===== src/rtl/inv_seq_pkg.sv =====
// inv_seq_pkg: state encoding and fault-code bit positions for the output sequencer
package inv_seq_pkg;
  typedef enum logic [2:0] {
    ST_OFF        = 3'd0,
    ST_SCR_LEAD   = 3'd1,
    ST_RLY_SETTLE = 3'd2,
    ST_RUN        = 3'd3,
    ST_STOP       = 3'd4,
    ST_FAULT      = 3'd5,
    ST_LOCKOUT    = 3'd6
  } state_t;
  localparam int FC_OCP    = 0;
  localparam int FC_OVP    = 1;
  localparam int FC_BUSOVP = 2;
endpackage


===== src/rtl/inv_seq_if.sv =====
// inv_seq_if: DSP commands, protection flags and bridge drive/status of one output channel
interface inv_seq_if;
  logic       Run_Req;
  logic       Reset_D;
  logic       InvOcp_F;
  logic       OP_Ovp_F;
  logic       BusOvp_F;
  logic       Pwm_En;
  logic       OP_Rly_C;
  logic       OP_Scr_C;
  logic [2:0] Fault_Code;
  logic [2:0] Retry_Cnt;
  logic       Lockout;
  logic [2:0] State;
  modport master (
    output Run_Req, Reset_D, InvOcp_F, OP_Ovp_F, BusOvp_F,
    input  Pwm_En, OP_Rly_C, OP_Scr_C, Fault_Code, Retry_Cnt, Lockout, State
  );
  modport slave (
    input  Run_Req, Reset_D, InvOcp_F, OP_Ovp_F, BusOvp_F,
    output Pwm_En, OP_Rly_C, OP_Scr_C, Fault_Code, Retry_Cnt, Lockout, State
  );
endinterface


===== src/rtl/inv_seq_timer.sv =====
// inv_seq_timer: loadable down-counter that parks at zero and flags done there
module inv_seq_timer #(
  parameter int CNT_W = 26
) (
  input  logic             CLK_50M,
  input  logic             Rst,
  input  logic             load,
  input  logic [CNT_W-1:0] load_val,
  output logic             done
);
  logic [CNT_W-1:0] cnt;
  always_ff @(posedge CLK_50M)
    if (Rst) cnt <= '0;
    else if (load) cnt <= load_val;
    else if (cnt != '0) cnt <= cnt - 1'b1;
  assign done = cnt == '0;
endmodule


===== src/rtl/inv_output_sequencer.sv =====
// inv_output_sequencer: SCR/relay/PWM start-stop ordering with fault kill and retry/lockout
// Define INV_SEQ_RETRY_EN for bounded auto-retry; otherwise every fault locks out.
module inv_output_sequencer
  import inv_seq_pkg::*;
#(
  parameter int SCR_LEAD_CYC   = 50000,
  parameter int RLY_SETTLE_CYC = 500000,
  parameter int SCR_HOLD_CYC   = 250000,
  parameter int RETRY_CYC      = 5000000,
  parameter int RETRY_CLR_CYC  = 50000000,
  parameter int MAX_RETRY      = 3,
  parameter int CNT_W          = 26
) (
  input logic      CLK_50M,
  input logic      Rst,
  inv_seq_if.slave io
);
  state_t           st, nxt, fault_dest;
  logic             rd_q, rd_edge, flt, done, active, fault_entry, clr;
  logic [2:0]       fvec, cnt_base, cnt_inc;
  logic [CNT_W-1:0] load_val, run_ld;
  assign rd_edge     = io.Reset_D & ~rd_q;
  assign flt         = |fvec;
  assign active      = st inside {ST_SCR_LEAD, ST_RLY_SETTLE, ST_RUN, ST_STOP};
  assign fault_entry = active & flt;
  assign cnt_base    = rd_edge ? 3'd0 : io.Retry_Cnt;
  assign cnt_inc     = cnt_base == 3'd7 ? 3'd7 : cnt_base + 3'd1;
  assign io.State    = st;
`ifdef INV_SEQ_RETRY_EN
  assign fault_dest = cnt_inc >= 3'(MAX_RETRY) ? ST_LOCKOUT : ST_FAULT;
  assign clr        = st == ST_RUN && done;
  assign run_ld     = CNT_W'(RETRY_CLR_CYC - 1);
`else
  logic unused_cfg;
  assign unused_cfg = ^{RETRY_CLR_CYC, MAX_RETRY};
  assign fault_dest = ST_LOCKOUT;
  assign clr        = 1'b0;
  assign run_ld     = '0;
`endif
  always_comb begin
    fvec            = '0;
    fvec[FC_OCP]    = ~io.InvOcp_F;
    fvec[FC_OVP]    = ~io.OP_Ovp_F;
    fvec[FC_BUSOVP] = ~io.BusOvp_F;
  end
  always_comb begin
    nxt = st;
    case (st)
      ST_OFF:        nxt = io.Run_Req && !flt ? ST_SCR_LEAD : ST_OFF;
      ST_SCR_LEAD:   nxt = done ? ST_RLY_SETTLE : st;
      ST_RLY_SETTLE: nxt = done ? ST_RUN : st;
      ST_STOP:       nxt = done ? ST_OFF : st;
      ST_FAULT:      nxt = !done ? st : io.Run_Req && !flt ? ST_SCR_LEAD : ST_OFF;
      ST_LOCKOUT:    nxt = rd_edge ? ST_OFF : st;
      default:       nxt = st;
    endcase
    if (active && st != ST_STOP && !io.Run_Req) nxt = ST_STOP;
    if (fault_entry) nxt = fault_dest;
  end
  // every state change reloads the shared timer with the new state's duration minus one
  always_comb
    load_val = nxt == ST_SCR_LEAD   ? CNT_W'(SCR_LEAD_CYC - 1)   :
               nxt == ST_RLY_SETTLE ? CNT_W'(RLY_SETTLE_CYC - 1) :
               nxt == ST_RUN        ? run_ld                     :
               nxt == ST_STOP       ? CNT_W'(SCR_HOLD_CYC - 1)   :
               nxt == ST_FAULT      ? CNT_W'(RETRY_CYC - 1)      : '0;
  inv_seq_timer #(.CNT_W(CNT_W)) u_timer (
    .CLK_50M  (CLK_50M),
    .Rst      (Rst),
    .load     (nxt != st),
    .load_val (load_val),
    .done     (done)
  );
  // drives decode the next state so they change together with the state register
  always_ff @(posedge CLK_50M)
    if (Rst) begin
      st            <= ST_OFF;
      rd_q          <= 1'b0;
      io.Pwm_En     <= 1'b0;
      io.OP_Rly_C   <= 1'b0;
      io.OP_Scr_C   <= 1'b0;
      io.Lockout    <= 1'b0;
      io.Fault_Code <= '0;
      io.Retry_Cnt  <= '0;
    end else begin
      st            <= nxt;
      rd_q          <= io.Reset_D;
      io.Pwm_En     <= nxt == ST_RUN;
      io.OP_Rly_C   <= nxt inside {ST_RLY_SETTLE, ST_RUN};
      io.OP_Scr_C   <= nxt inside {ST_SCR_LEAD, ST_RLY_SETTLE, ST_STOP};
      io.Lockout    <= nxt == ST_LOCKOUT;
      io.Fault_Code <= fault_entry ? fvec : rd_edge ? 3'd0 : io.Fault_Code;
      io.Retry_Cnt  <= fault_entry ? cnt_inc : clr ? 3'd0 : cnt_base;
    end
endmodule


===== src/flat_wrapper.sv =====
// flat-port wrapper written by rule: the top's interface ports become plain ports
module inv_output_sequencer_flat import inv_seq_pkg::*;
#(
  parameter int SCR_LEAD_CYC   = 50000,
  parameter int RLY_SETTLE_CYC = 500000,
  parameter int SCR_HOLD_CYC   = 250000,
  parameter int RETRY_CYC      = 5000000,
  parameter int RETRY_CLR_CYC  = 50000000,
  parameter int MAX_RETRY      = 3,
  parameter int CNT_W          = 26
)
  (CLK_50M, Rst, io_Run_Req, io_Reset_D, io_InvOcp_F, io_OP_Ovp_F, io_BusOvp_F, io_Pwm_En, io_OP_Rly_C, io_OP_Scr_C, io_Fault_Code, io_Retry_Cnt, io_Lockout, io_State);
  inv_seq_if io_i ();
  input logic CLK_50M;
  input logic Rst;
  input wire logic [$bits(io_i.Run_Req)-1:0] io_Run_Req;
  input wire logic [$bits(io_i.Reset_D)-1:0] io_Reset_D;
  input wire logic [$bits(io_i.InvOcp_F)-1:0] io_InvOcp_F;
  input wire logic [$bits(io_i.OP_Ovp_F)-1:0] io_OP_Ovp_F;
  input wire logic [$bits(io_i.BusOvp_F)-1:0] io_BusOvp_F;
  output wire logic [$bits(io_i.Pwm_En)-1:0] io_Pwm_En;
  output wire logic [$bits(io_i.OP_Rly_C)-1:0] io_OP_Rly_C;
  output wire logic [$bits(io_i.OP_Scr_C)-1:0] io_OP_Scr_C;
  output wire logic [$bits(io_i.Fault_Code)-1:0] io_Fault_Code;
  output wire logic [$bits(io_i.Retry_Cnt)-1:0] io_Retry_Cnt;
  output wire logic [$bits(io_i.Lockout)-1:0] io_Lockout;
  output wire logic [$bits(io_i.State)-1:0] io_State;
  assign io_i.Run_Req = io_Run_Req;
  assign io_i.Reset_D = io_Reset_D;
  assign io_i.InvOcp_F = io_InvOcp_F;
  assign io_i.OP_Ovp_F = io_OP_Ovp_F;
  assign io_i.BusOvp_F = io_BusOvp_F;
  assign io_Pwm_En = io_i.Pwm_En;
  assign io_OP_Rly_C = io_i.OP_Rly_C;
  assign io_OP_Scr_C = io_i.OP_Scr_C;
  assign io_Fault_Code = io_i.Fault_Code;
  assign io_Retry_Cnt = io_i.Retry_Cnt;
  assign io_Lockout = io_i.Lockout;
  assign io_State = io_i.State;
  inv_output_sequencer #(.SCR_LEAD_CYC(SCR_LEAD_CYC), .RLY_SETTLE_CYC(RLY_SETTLE_CYC), .SCR_HOLD_CYC(SCR_HOLD_CYC), .RETRY_CYC(RETRY_CYC), .RETRY_CLR_CYC(RETRY_CLR_CYC), .MAX_RETRY(MAX_RETRY), .CNT_W(CNT_W)) u_core (.CLK_50M(CLK_50M), .Rst(Rst), .io(io_i));
endmodule

===== config.mk =====
export PLATFORM = sky130hd
export DESIGN_NAME = inv_output_sequencer_flat
export DESIGN_NICKNAME = d
export VERILOG_FILES = /design/src/rtl/inv_seq_pkg.sv /design/src/rtl/inv_seq_if.sv /design/src/rtl/inv_seq_timer.sv /design/src/rtl/inv_output_sequencer.sv /design/src/flat_wrapper.sv
export SDC_FILE = /design/constraint.sdc
export NUM_CORES = 1
export LEC_CHECK = 0
export BUFFER_PORTS_ARGS = -buffer_cell sky130_fd_sc_hd__buf_4
export CELL_PAD_IN_SITES_DETAIL_PLACEMENT = 0
export CELL_PAD_IN_SITES_GLOBAL_PLACEMENT = 2
export CORE_UTILIZATION = 25
export DETAILED_ROUTE_END_ITERATION = 6
export PLACE_DENSITY = 0.57
export SLEW_MARGIN = 5
export SYNTH_ARGS = -nofsm -noshare
export SYNTH_HDL_FRONTEND = slang
export SYNTH_SLANG_ARGS = --single-unit

===== constraint.sdc =====
create_clock -name CLK_50M -period 2 [get_ports CLK_50M]
set_input_delay 0.4 -clock CLK_50M [delete_from_list [all_inputs] [get_ports CLK_50M]]
set_output_delay 0.4 -clock CLK_50M [all_outputs]
set_load 0.01 [all_outputs]

==> results.yml <==
final_layout:
  stdcell_area_um2: 3950
  area_delta_synth_final_pct: 69.5
  instances_no_fill: 510
  diodes: 0
  n_fill_cell: 879
  post_route_cells_drive_above_1_share_pct: 52.0
  nets: 410
yosys:
  synth-xor-area-share_pct: 7.89
  ys_seq_area_share_pct: 34.4
  synth_compound_area_share_pct: 19.7
  synth-simple-area-share_pct: 30.8
  synth_top_area_share_pct: 34.4
  ys_top_cells_by_count: "dfxtp_1 (40), nor3_1 (25), nor2_1 (19), nand2_1 (13), nand3_1 (13)"
  synth.largest_area_cell: "dfxtp_1"
  synth_top_family_by_area: "simple AND/OR/NAND/NOR gates"
  ys_seq_elements: 40
  syn_area_um2: 2330
  yosys-mux-area-fraction_pct: 1.34
  async_flop_share_pct: 0
  synth-edff-count: 0
  synth_fa_ha_area_share_pct: 1.07
  synthFlopType: "dfxtp_1"
  synth.area.top_cells: "dfxtp_1 (34%), nor3_1 (5.4%), xnor2_1 (4.1%), xor2_1 (3.8%), nor2_1 (3.1%)"
  synth_fp_nets: 275
  ys_types: 69
  syn_avg_cell_area_um2: 8.76
  yosys_warnings: 0
  postSynthCellCount: 266
  yosysMostFrequentCell: "dfxtp_1"
timing:
  period_share_pct: 117
  hold_viol: 0
  worst_slew_pin_slew_ns: 0.501
  worst_slack_ns: -0.344
  rsz0062_at_grt: "true"
  drv_slew: 0
  clock_skew_ns: 0.00727
  setup_viol: 29
  relSlewSlack_pct: 66.6
  min_period_ns: 2.34
  fmax_mhz: 427
die:
  std_cell_rows: 34
  start_util_pct: 26.2
  num_io_pins: 20
  die_area_um2: 9710
  die_y_um: 98.6
  core_um2: 8890
  dieWidth_um: 98.6
run_status:
  failed_checks: "setup timing"
  status: "complete, but fails checks"
detailed_routing:
  drtIter0Drc: 104
  ant_nets: 0
  drc: 0
  drt_first_pass_iters: 4
  viasPerCell: 4.94
  via_count: 2517
  finalWirelength_mm: 8.01
  routedWlPerCell_um: 15.7
clocking:
  clockRootBuffer: "clkbuf_8"
  cts_tree: "built"
  clk_pin_slew_worst_paths_ns: 0.08
  cts_num_sinks: 40
  clock_latency_ns: 0.30
  cts-buffers-inserted: 5
  htreeDepth: 2
  ctsHoldBuffers: 0
  cts.path.max_buffers: 2
worst_setup_path:
  crit_required_ns: 2.16
  startpoint_type: "flip-flop"
  critPathMaxFanout: 4
  reg2reg_depth: 8
  path_class: "reg -> reg"
  end_kind: "flip-flop"
  arrival_ns: 2.50
global_route:
  track_usage_pct: 17.2
  grt_pass1_wl_mm: 13.0
  met2_usage_pct: 27.5
  grt.busiest_layer: "met2"
  globalRouteOverflowTotal: 0
  grt_use_met1_pct: 22.8
  met3_usage_pct: 3.26
  grt_max_degree: 31
  antenna_found_initial: 0
  grt_pass1_vias: 2528
placement:
  placed_cells: 477
  routabilityCongestion: 0.848
  hpwl_mm: 5.85
  place_area_um2: 3340
  port_buffers: 19
  pre_cts_slack_ns: -0.465
power:
  share_comb_of_total_power_pct: 76.1
  powerDensity_nw_per_um2: 1920
  power_frac_seq_pct: 16.3
  p_leak_nw: 1.64
  p_sw_share_pct: 42.7
  p_switching_mw: 3.24
  ir_worst_vdd_v: 0.000538
  intPower_mw: 4.34
  p_clk_share_pct: 7.6
job:
  drv_cap: 0
worst_hold_path:
  whs_path_depth: 3
  hold_path_class: "in -> reg"
what timing repair did:
item	CTS	global route
resized for setup	41	25
setup endpoints to repair	30	31
pin swaps	19	25
setup buffers	11	18
gates cloned	2	0
area by class of cell:
cell class	count	area (um2)	area share, %
tap	108	135	3.42
sequential	40	806	20.4
inverter	7	26.3	0.665
timing repair buffer	140	1170	29.5
multi-input combinational	207	1730	43.7
clock buffer	8	90.1	2.28
per-layer routing:
metal  routed length [um]  part of all wire (%)  vias up
met2                 3670                    46       37
met3                  227                   2.8       18
met5                    0                     0        -
met4                  193                   2.4        0
met1                 3910                    49     1185
li1                     -                     -     1277
cell families (layout without fill, tap and decap cells):
logic type | count (synthesis) | count (layout)
compound gates | 62 | 62
mux | 3 | 3
simple gates | 119 | 119
xor+xnor | 21 | 21
fa+ha+maj | 2 | 2
buf+inv | 19 | 155
flops | 40 | 40
path summary, 6_finish.rpt:
kind | startpoint | endpoint | slack, ns
setup / recovery | u_core.u_timer.cnt[25] | u_core.u_timer.cnt[8] | -0.34
hold reg to reg | u_core.u_timer.cnt[11] | u_core.u_timer.cnt[11] | 0.49
hold / removal | io_Reset_D | u_core.rd_q | 0.47
setup reg to reg | u_core.u_timer.cnt[25] | u_core.u_timer.cnt[8] | -0.34
worst max-delay path: stages, from the launching register on:
cell and delay (ns):
dfxtp_2 0.33, or4_4 0.56, or2_4 0.26, nor3_4 0.21, buf_4 0.15, o211ai_1 0.11, buf_4 0.16, a22oi_2 0.28
a211oi_2 0.14
power groups by stage:
| stage | Clock (mW) | Sequential [mW] | Combinational, mW |
|---|---|---|---|
| 2_1_floorplan | 0 | 1.31 | 2.35 |
| 3_3_place_gp | 0 | 1.24 | 4.64 |
| 3_5_place_dp | 0 | 1.24 | 4.60 |
| 4_1_cts | 0.600 | 1.23 | 5.15 |
| 5_1_grt | 0.630 | 1.26 | 6.20 |
| 6_report | 0.576 | 1.23 | 5.76 |
stage by stage:
stage / power (mW) / utilization (%) / setup TNS (ns) / hold slack (ns)
global placement: 5.88 / 37.5 / -7.05 / 0.497
finish: 7.57 / 44.4 / -6.10 / 0.466
floorplan: 3.66 / - / -0.229 / 0.467
detailed placement: 5.83 / 37.5 / -6.56 / 0.492
CTS: 6.97 / 41.7 / -5.62 / 0.450
global route: 8.10 / 44.4 / -8.36 / 0.472
flip-flops by register name, summed over array words and instances, names as in the netlist:
signal                cells
u_core.u_timer.cnt       26
u_core.io.OP_Scr_C        1
u_core.io.Fault_Code      3
u_core.io.Lockout         1
u_core.io.Pwm_En          1
u_core.rd_q               1
u_core.io.Retry_Cnt       3
u_core.io.State           3
u_core.io.OP_Rly_C        1
cells in the final DEF (no fill, tap or decap), types with 3 or more instances in the layout:
cell      Yosys  layout
o21ai_0       4       3
nor3_2        0       6
o21ai_4       0       3
a211oi_2      1       5
dfxtp_2       0       4
nor2_1       19      17
nor3_1       25      18
nand3_2       0       4
a21oi_1      11       9
a31oi_1       7       7
buf_12        0       4
o211ai_1      3       3
clkbuf_8      2       6
nor4_2        1       3
buf_6         1      11
dfxtp_1      40      36
nand2b_1      4       4
or3_1         3       3
nand4_1       3       3
buf_4         1     124
inv_1         7       5
nand2_1      13      11
nand3_1      13       9
nor2b_1       6       6
nor4_1        7       5
xor2_1       10      10
xnor2_1      11      11
No activity file was read; power rests on OpenSTA's default activity.
